### src/rtl/mandelbrot_frame_ctrl_if.sv
// Signal bundle between the frame controller, the host register block and the mandelbrot engine.
// slave = controller view, master = host/engine/display view.
interface mandelbrot_frame_ctrl_if #(
  parameter int CTRWIDTH = 4
);
  logic [CTRWIDTH-1:0] cfg_max_ctr;
  logic [1:0]          cfg_ctr_select;
  logic                cfg_write;
  logic                start;
  logic                continuous;
  logic                abort;
  logic                eng_run;
  logic                eng_reset;
  logic [CTRWIDTH-1:0] eng_max_ctr;
  logic [1:0]          eng_ctr_select;
  logic                eng_running;
  logic                eng_new_ctr;
  logic [3:0]          eng_ctr_out;
  // All transfers are strobes with no backpressure: eng_new_ctr and pix_valid each
  // carry exactly one pixel per cycle they are high, and the receiver must take it.
  logic                pix_valid;
  logic [9:0]          pix_x;
  logic [8:0]          pix_y;
  logic [3:0]          pix_val;
  logic                busy;
  logic                frame_done;
  logic [7:0]          frame_count;
  logic                count_err;
  logic                wdt_err;

  modport slave (
    input  cfg_max_ctr, cfg_ctr_select, cfg_write, start, continuous, abort,
    input  eng_running, eng_new_ctr, eng_ctr_out,
    output eng_run, eng_reset, eng_max_ctr, eng_ctr_select,
    output pix_valid, pix_x, pix_y, pix_val,
    output busy, frame_done, frame_count, count_err, wdt_err
  );

  modport master (
    output cfg_max_ctr, cfg_ctr_select, cfg_write, start, continuous, abort,
    output eng_running, eng_new_ctr, eng_ctr_out,
    input  eng_run, eng_reset, eng_max_ctr, eng_ctr_select,
    input  pix_valid, pix_x, pix_y, pix_val,
    input  busy, frame_done, frame_count, count_err, wdt_err
  );
endinterface

### src/rtl/mandelbrot_frame_ctrl.sv
// Frame sequencer for the mandelbrot engine: shadow config, launch, pixel coordinates, status.
// Optional RUN-state stall watchdog enabled by defining MANDELBROT_WATCHDOG_EN.
module mandelbrot_frame_ctrl #(
  parameter int CTRWIDTH = 4,
  parameter int H_PIXELS = 640,
  parameter int V_PIXELS = 480,
  parameter int WDT_BITS = 12
) (
  input  logic                   clk,
  input  logic                   reset,
  mandelbrot_frame_ctrl_if.slave bus,
  output logic [2:0]             dbg_state_o
);

  typedef enum logic [2:0] {
    S_IDLE  = 3'd0,
    S_ARM   = 3'd1,
    S_WAIT  = 3'd2,
    S_RUN   = 3'd3,
    S_DONE  = 3'd4,
    S_ABORT = 3'd5
  } state_t;

  localparam int FRAME_PIX = H_PIXELS * V_PIXELS;
  localparam int CNT_W     = $clog2(FRAME_PIX + 2);
  localparam logic [9:0]       X_LAST    = 10'(H_PIXELS - 1);
  localparam logic [8:0]       Y_LAST    = 9'(V_PIXELS - 1);
  localparam logic [CNT_W-1:0] CNT_FRAME = CNT_W'(FRAME_PIX);
  localparam logic [CNT_W-1:0] CNT_SAT   = CNT_W'(FRAME_PIX + 1);
  localparam logic [CNT_W-1:0] CNT_ONE   = CNT_W'(1);

  state_t              state_q, state_d;
  logic [CTRWIDTH-1:0] pend_max_q, act_max_q, act_max_d;
  logic [1:0]          pend_sel_q, act_sel_q, act_sel_d;
  logic [9:0]          x_q, x_d, pix_x_q, pix_x_d;
  logic [8:0]          y_q, y_d, pix_y_q, pix_y_d;
  logic [CNT_W-1:0]    cnt_q, cnt_d;
  logic [1:0]          wait_q, wait_d;
  logic                pix_valid_q, pix_valid_d;
  logic [3:0]          pix_val_q, pix_val_d;
  logic [7:0]          frame_cnt_q, frame_cnt_d;
  logic                count_err_q, count_err_d;
  logic                eng_reset_q;
  logic                frame_done_c;
  logic                launch;
  logic                wdt_fire;
  logic                abort_req;

  // Host writes land in the pending copy at any time; the engine only sees them at ARM.
  always_ff @(posedge clk or posedge reset) begin
    if (reset) begin
      pend_max_q <= '0;
      pend_sel_q <= '0;
    end else if (bus.cfg_write) begin
      pend_max_q <= bus.cfg_max_ctr;
      pend_sel_q <= bus.cfg_ctr_select;
    end
  end

  assign abort_req = (bus.abort && (state_q inside {S_ARM, S_WAIT, S_RUN, S_DONE})) || wdt_fire;

  always_comb begin
    state_d      = state_q;
    act_max_d    = act_max_q;
    act_sel_d    = act_sel_q;
    x_d          = x_q;
    y_d          = y_q;
    cnt_d        = cnt_q;
    wait_d       = wait_q;
    pix_valid_d  = 1'b0;
    pix_x_d      = pix_x_q;
    pix_y_d      = pix_y_q;
    pix_val_d    = pix_val_q;
    frame_cnt_d  = frame_cnt_q;
    count_err_d  = count_err_q;
    frame_done_c = 1'b0;
    launch       = 1'b0;

    case (state_q)
      S_IDLE: begin
        if (bus.start) begin
          state_d = S_ARM;
          launch  = 1'b1;
        end
      end
      S_ARM: begin
        x_d     = '0;
        y_d     = '0;
        cnt_d   = '0;
        wait_d  = '0;
        state_d = S_WAIT;
      end
      S_WAIT: begin
        if (bus.eng_running) begin
          state_d = S_RUN;
        end else if (wait_q == 2'd3) begin
          state_d     = S_IDLE;
          count_err_d = 1'b1;
        end else begin
          wait_d = wait_q + 2'd1;
        end
      end
      S_RUN: begin
        if (bus.eng_new_ctr) begin
          pix_valid_d = 1'b1;
          pix_x_d     = x_q;
          pix_y_d     = y_q;
          pix_val_d   = bus.eng_ctr_out;
          if (x_q == X_LAST) begin
            x_d = '0;
            // Overlong frames pile up on the last row rather than wrapping.
            if (y_q != Y_LAST) y_d = y_q + 9'd1;
          end else begin
            x_d = x_q + 10'd1;
          end
          if (cnt_q != CNT_SAT) cnt_d = cnt_q + CNT_ONE;
        end
        if (!bus.eng_running) state_d = S_DONE;
      end
      S_DONE: begin
        frame_done_c = 1'b1;
        frame_cnt_d  = frame_cnt_q + 8'd1;
        if (cnt_q != CNT_FRAME) count_err_d = 1'b1;
        state_d = bus.continuous ? S_ARM : S_IDLE;
      end
      S_ABORT: state_d = S_IDLE;
      default: state_d = S_IDLE;
    endcase

    // Abort beats completion: no done pulse, no count update, no stray pixel.
    if (abort_req) begin
      state_d      = S_ABORT;
      pix_valid_d  = 1'b0;
      frame_done_c = 1'b0;
      frame_cnt_d  = frame_cnt_q;
      count_err_d  = count_err_q;
    end

    if (launch) count_err_d = 1'b0;

    if (state_d == S_ARM && state_q != S_ARM) begin
      act_max_d = pend_max_q;
      act_sel_d = pend_sel_q;
    end
  end

  always_ff @(posedge clk or posedge reset) begin
    if (reset) begin
      state_q     <= S_IDLE;
      act_max_q   <= '0;
      act_sel_q   <= '0;
      x_q         <= '0;
      y_q         <= '0;
      cnt_q       <= '0;
      wait_q      <= '0;
      pix_valid_q <= 1'b0;
      pix_x_q     <= '0;
      pix_y_q     <= '0;
      pix_val_q   <= '0;
      frame_cnt_q <= '0;
      count_err_q <= 1'b0;
      eng_reset_q <= 1'b1;
    end else begin
      state_q     <= state_d;
      act_max_q   <= act_max_d;
      act_sel_q   <= act_sel_d;
      x_q         <= x_d;
      y_q         <= y_d;
      cnt_q       <= cnt_d;
      wait_q      <= wait_d;
      pix_valid_q <= pix_valid_d;
      pix_x_q     <= pix_x_d;
      pix_y_q     <= pix_y_d;
      pix_val_q   <= pix_val_d;
      frame_cnt_q <= frame_cnt_d;
      count_err_q <= count_err_d;
      eng_reset_q <= (state_d == S_ABORT);
    end
  end

`ifdef MANDELBROT_WATCHDOG_EN
  logic [WDT_BITS-1:0] wdt_q;
  logic                wdt_err_q;

  assign wdt_fire = (state_q == S_RUN) && !bus.eng_new_ctr && (&wdt_q);

  always_ff @(posedge clk or posedge reset) begin
    if (reset) begin
      wdt_q     <= '0;
      wdt_err_q <= 1'b0;
    end else begin
      if (state_q != S_RUN || bus.eng_new_ctr) wdt_q <= '0;
      else                                     wdt_q <= wdt_q + 1'b1;
      if (launch)        wdt_err_q <= 1'b0;
      else if (wdt_fire) wdt_err_q <= 1'b1;
    end
  end

  assign bus.wdt_err = wdt_err_q;
`else
  assign wdt_fire    = 1'b0;
  assign bus.wdt_err = 1'b0;
`endif

  assign bus.eng_run        = (state_q == S_ARM);
  assign bus.eng_reset      = eng_reset_q;
  assign bus.eng_max_ctr    = act_max_q;
  assign bus.eng_ctr_select = act_sel_q;
  assign bus.pix_valid      = pix_valid_q;
  assign bus.pix_x          = pix_x_q;
  assign bus.pix_y          = pix_y_q;
  assign bus.pix_val        = pix_val_q;
  assign bus.busy           = (state_q != S_IDLE);
  assign bus.frame_done     = frame_done_c;
  assign bus.frame_count    = frame_cnt_q;
  assign bus.count_err      = count_err_q;
  assign dbg_state_o        = state_q;

endmodule
### src/flat_wrapper.sv
// flat-port wrapper written by rule: the top's interface ports become plain ports
module mandelbrot_frame_ctrl_flat 
#(
  parameter int CTRWIDTH = 4,
  parameter int H_PIXELS = 640,
  parameter int V_PIXELS = 480,
  parameter int WDT_BITS = 12
)
  (clk, reset, dbg_state_o, bus_cfg_max_ctr, bus_cfg_ctr_select, bus_cfg_write, bus_start, bus_continuous, bus_abort, bus_eng_running, bus_eng_new_ctr, bus_eng_ctr_out, bus_eng_run, bus_eng_reset, bus_eng_max_ctr, bus_eng_ctr_select, bus_pix_valid, bus_pix_x, bus_pix_y, bus_pix_val, bus_busy, bus_frame_done, bus_frame_count, bus_count_err, bus_wdt_err);
  mandelbrot_frame_ctrl_if #(.CTRWIDTH(CTRWIDTH)) bus_i ();
  input  logic clk;
  input  logic reset;
  output logic [2:0] dbg_state_o;
  input wire logic [$bits(bus_i.cfg_max_ctr)-1:0] bus_cfg_max_ctr;
  input wire logic [$bits(bus_i.cfg_ctr_select)-1:0] bus_cfg_ctr_select;
  input wire logic [$bits(bus_i.cfg_write)-1:0] bus_cfg_write;
  input wire logic [$bits(bus_i.start)-1:0] bus_start;
  input wire logic [$bits(bus_i.continuous)-1:0] bus_continuous;
  input wire logic [$bits(bus_i.abort)-1:0] bus_abort;
  input wire logic [$bits(bus_i.eng_running)-1:0] bus_eng_running;
  input wire logic [$bits(bus_i.eng_new_ctr)-1:0] bus_eng_new_ctr;
  input wire logic [$bits(bus_i.eng_ctr_out)-1:0] bus_eng_ctr_out;
  output wire logic [$bits(bus_i.eng_run)-1:0] bus_eng_run;
  output wire logic [$bits(bus_i.eng_reset)-1:0] bus_eng_reset;
  output wire logic [$bits(bus_i.eng_max_ctr)-1:0] bus_eng_max_ctr;
  output wire logic [$bits(bus_i.eng_ctr_select)-1:0] bus_eng_ctr_select;
  output wire logic [$bits(bus_i.pix_valid)-1:0] bus_pix_valid;
  output wire logic [$bits(bus_i.pix_x)-1:0] bus_pix_x;
  output wire logic [$bits(bus_i.pix_y)-1:0] bus_pix_y;
  output wire logic [$bits(bus_i.pix_val)-1:0] bus_pix_val;
  output wire logic [$bits(bus_i.busy)-1:0] bus_busy;
  output wire logic [$bits(bus_i.frame_done)-1:0] bus_frame_done;
  output wire logic [$bits(bus_i.frame_count)-1:0] bus_frame_count;
  output wire logic [$bits(bus_i.count_err)-1:0] bus_count_err;
  output wire logic [$bits(bus_i.wdt_err)-1:0] bus_wdt_err;
  assign bus_i.cfg_max_ctr = bus_cfg_max_ctr;
  assign bus_i.cfg_ctr_select = bus_cfg_ctr_select;
  assign bus_i.cfg_write = bus_cfg_write;
  assign bus_i.start = bus_start;
  assign bus_i.continuous = bus_continuous;
  assign bus_i.abort = bus_abort;
  assign bus_i.eng_running = bus_eng_running;
  assign bus_i.eng_new_ctr = bus_eng_new_ctr;
  assign bus_i.eng_ctr_out = bus_eng_ctr_out;
  assign bus_eng_run = bus_i.eng_run;
  assign bus_eng_reset = bus_i.eng_reset;
  assign bus_eng_max_ctr = bus_i.eng_max_ctr;
  assign bus_eng_ctr_select = bus_i.eng_ctr_select;
  assign bus_pix_valid = bus_i.pix_valid;
  assign bus_pix_x = bus_i.pix_x;
  assign bus_pix_y = bus_i.pix_y;
  assign bus_pix_val = bus_i.pix_val;
  assign bus_busy = bus_i.busy;
  assign bus_frame_done = bus_i.frame_done;
  assign bus_frame_count = bus_i.frame_count;
  assign bus_count_err = bus_i.count_err;
  assign bus_wdt_err = bus_i.wdt_err;
  mandelbrot_frame_ctrl #(.CTRWIDTH(CTRWIDTH), .H_PIXELS(H_PIXELS), .V_PIXELS(V_PIXELS), .WDT_BITS(WDT_BITS)) u_core (.clk(clk), .reset(reset), .bus(bus_i), .dbg_state_o(dbg_state_o));
endmodule
### config.mk
export PLATFORM = sky130hd
export DESIGN_NAME = mandelbrot_frame_ctrl_flat
export DESIGN_NICKNAME = d
export VERILOG_FILES = /design/src/rtl/mandelbrot_frame_ctrl_if.sv /design/src/rtl/mandelbrot_frame_ctrl.sv /design/src/flat_wrapper.sv
export SDC_FILE = /design/constraint.sdc
export NUM_CORES = 1
export LEC_CHECK = 0
export CORE_MARGIN = 10
export CORE_UTILIZATION = 50
export DETAILED_ROUTE_END_ITERATION = 6
export DONT_BUFFER_PORTS = 1
export HOLD_SLACK_MARGIN = 0.06
export PLACE_DENSITY = 0.7
export REMOVE_ABC_BUFFERS = 1
export SETUP_SLACK_MARGIN = 0.05
export SLEW_MARGIN = 20
export SYNTH_ARGS = -nofsm -noshare
export SYNTH_HDL_FRONTEND = slang
export SYNTH_SLANG_ARGS = --single-unit
### constraint.sdc
create_clock -name clk -period 3.3 [get_ports clk]
set_input_delay 0.99 -clock clk [delete_from_list [all_inputs] [get_ports clk]]
set_output_delay 0.99 -clock clk [all_outputs]
set_load 0.05 [all_outputs]
==> flow_summary_export.csv <==
group,metric,value,unit
status,status,"finished, final reports clean",
synthesis,synth_cell_type_count,56,
floorplan,io-pin-count,65,
synthesis,synth.most_common_cell,"nand2_1",
floorplan,die_x,112.1,um
floorplan,initial_utilization,51.62,%
floorplan,core_area,0.008217,mm^2
routing,drc,0,
setup_path,cp-start-kind,"register",
finish,finalNetCount,459,
sta,fin_hold_ws,0.5103,ns
global_routing,grt_pass1_wl,14940,um
synthesis,async_flop_share,100.0,%
power_and_ir_drop,combPwrFrac,24.0,%
global_routing,grt_max_degree,44,
routing,top_layer,"met4",
synthesis,synth_area_leader_cell,"dfrtp_1",
synthesis,synth_edf_count,0,
power_and_ir_drop,power_density,766.5,mW/mm^2
global_routing,overflow,0,
synthesis,ys_ff_latch,89,
sta,tightest_slew,0.8256,ns
sta,finClkSkew,0.007197,ns
routing,met1_length,3680,um
synthesis,synth_top_cell_area_share,51.92,%
clock_network,clockBufferDepth,2,
synthesis,synth_common_cells,"nand2_1 (94), dfrtp_1 (88), nor2_1 (42)",
power_and_ir_drop,p_int,1.993,mW
floorplan,num_rows,33,
clock_network,postCtsResizedCells,0,
finish,multi_input_area,0.001884,mm^2
setup_path,cp_cell_sequence,"nand2b_1 > or2_2 > inv_2",
placement,dp_cells,528,
min_path,hp-class,"register to register",
clock_network,cts_tree,"done",
routing,routedWlPerCell,16.12,um
power_and_ir_drop,pwr-share-seq,52.7,%
synthesis,synthesis.area,0.004242,mm^2
placement,io_buffers,0,
setup_path,critPathTopFamily,"flip-flops",
placement,dp.final_hpwl,6326,um
finish,diodes,0,
routing,vias,3084,
routing,post_drt_via_cell_ratio,5.680,
finish,design_area,0.004568,mm^2
clock_network,clock_latency,0.35,ns
clock_network,ctsRootBufferMaster,"clkbuf_8",
clock_network,path_clk_slew,0.08,ns
setup_path,path_max_fanout,11,
synthesis,synth-main-ff-cell,"dfrtp_1",
synthesis,syn_area_per_cell,9.796,um^2
finish,drive_gt1_share,10.96,%
global_routing,track_usage,14.06,%
clock_network,cts_made_buffers,9,
finish,fillers,712,
routing,detail-route-antenna-nets,0,
synthesis,ys_seq_area_share,52.54,%
finish,seqCellArea,0.002228,mm^2
power_and_ir_drop,netSwitchingPower,1.509,mW
sta,relSlewSlack,44.49,%
setup_path,arrival,1.75,ns
routing,drt_iter0_markers,123,
sta,rsz0062_at_grt,"false",
setup_path,crit_buf_inv,1,
placement,dpl-instance-area,0.004350,mm^2
synthesis,syn-instance-count,433,
sta,setup-violations-final,0,
sta,layout_min_cycle_time,2.736,ns
clock_network,hold_buffers,0,
floorplan,die_y,112.1,um
global_routing,antenna_found_initial,0,
flow_run,timing.max_cap.violations,0,
power_and_ir_drop,p_clk_share,23.4,%
power_and_ir_drop,ir_worst_vdd,0.0007156,V
routing,wl,8752,um
clock_network,post_cts.repair.setup_buffers,0,
clock_network,clkSinkCount,89,
setup_path,crit_slowest_cell,"dfrtp_1",
setup_path,critPathRequiredTime,2.31,ns
setup_path,worst_path_largest_cell_delay,0.59,ns
sta,slew_viol_final,0,
routing,drtPass1Iterations,4,
placement,finalWeightedCongestion,0.8555,
finish,final_cells,543,
setup_path,crit_type,"register to output port",
clock_network,h-tree-depth,3,
synthesis,yosys_warnings,0,
finish,area_growth_syn_to_layout,7.699,%
floorplan,dieArea,0.01257,mm^2
routing,dr_wl_met3,681,um
synthesis,synthTopCellsByArea,"dfrtp_1 (52%), nand2_1 (8.3%), mux2_2 (3.7%)",
setup_path,cp-end-kind,"output port",
sta,fin_crit_sh,82.91,%
power_and_ir_drop,p_leak,2.094,nW
global_routing,grt_pass1_vias,3066,
routing,routed-wl-met2,4256,um
sta,tns,0,ns
sta,final_hold_viol_count,0,
power_and_ir_drop,swShare,43.09,%
sta,fmax,365.5,MHz
[cells in the final DEF, fill, tap and decap left out, drive strengths merged, types with 2 or more instances in the layout]
cell type,n
xor2,13
and2,3
o21bai,3
xnor2,14
or3,4
nand4,15
or2,3
nand3,16
or3b,2
nor3b,2
buf,10
nand2b,3
and3,6
mux2,14
nor3,3
a31oi,3
nor2,42
nand2,94
or4,4
dfrtp,88
ha,7
nor4b,2
o211ai,3
nor2b,3
and4,2
bufinv,2
clkbuf,11
o31ai,7
o21ai,16
nor4,7
a21oi,10
inv,8
[logic make-up after synthesis]
kind of cell               count (synthesis)  share of synthesized area, %
adders and majority gates                  7                         2.065
buffers and inverters                     28                         3.038
other                                      1                       0.08841
xor gates and xnor gates                  27                         5.575
AOI/OAI and AO/OA                         50                         7.729
and+or+nand+nor                          216                         25.02
DFF                                       89                         52.54
muxes                                     15                         3.953
[routing by layer]
metal	global-route usage (%)	vias up
met5	0	-
met4	4.230	0
met3	6.283	15
met2	23.29	79
met1	15.99	1501
li1	-	1489
[final cells by class]
| cell class | instances | area share (%) |
|---|---|---|
| inverter | 8 | 0.6847 |
| multi-input combinational | 316 | 41.25 |
| tap | 105 | 2.876 |
| clock inverter | 4 | 1.671 |
| timing repair buffer | 10 | 1.643 |
| sequential | 89 | 48.78 |
| clock buffer | 11 | 3.095 |
[final timing paths]
check	start	end	slack, ns	cells after the start
hold reg to reg	u_core.pend_max_q[3]$_DFFE_PP0P_	u_core.pend_max_q[3]$_DFFE_PP0P_	0.51	1
max in group asynchronous	reset	u_core.bus.frame_count[3]$_DFFE_PP0P_	1.84	2
hold / removal	u_core.pend_max_q[3]$_DFFE_PP0P_	u_core.pend_max_q[3]$_DFFE_PP0P_	0.51	1
min in group asynchronous	reset	u_core.bus.pix_y[2]$_DFFE_PP0P_	0.63	1
setup / recovery	u_core.dbg_state_o[0]$_DFF_PP0_	bus_eng_run	0.56	3
setup reg to reg	u_core.x_q[0]$_DFFE_PP0P_	u_core.y_q[5]$_DFFE_PP0P_	0.94	6
[power by group through the flow]
stage / registers, mW / logic, mW / clock network, mW
6_report: 1.84 / 0.839 / 0.818
5_1_grt: 1.88 / 0.929 / 0.881
4_1_cts: 1.85 / 0.854 / 0.839
3_5_place_dp: 1.87 / 0.851 / 0
2_1_floorplan: 1.88 / 0.572 / 0
3_3_place_gp: 1.87 / 0.822 / 0
[worst register-to-register path, cell delays in order, from the launching register on]
cell and delay (ns):
dfrtp_1 0.48, ha_1 0.25, nand3_1 0.16, nor3_1 0.36, a21oi_1 0.31, or4_1 0.57, a21oi_1 0.16
[registers in the layout (all words and copies together) (netlist names), 2 cells and up]
name,count
u_core.bus.frame_count,8
u_core.pend_max_q,4
u_core.bus.pix_x,10
u_core.bus.pix_val,4
u_core.wait_q,2
u_core.cnt_q,19
u_core.y_q,9
u_core.bus.eng_ctr_select,2
u_core.x_q,10
u_core.dbg_state_o,3
u_core.bus.eng_max_ctr,4
u_core.bus.pix_y,9
u_core.pend_sel_q,2
[metrics by stage]
stage	utilization [%]	setup slack (ns)	total power, mW
3_5_place_dp	52.95	0.8083	2.722
5_1_grt	55.60	0.4889	3.690
3_3_place_gp	52.95	0.8506	2.687
4_1_cts	55.60	0.5533	3.543
6_report	55.60	0.5639	3.502
2_1_floorplan	-	0.004750	2.456
(Power assumes the default switching activity.)
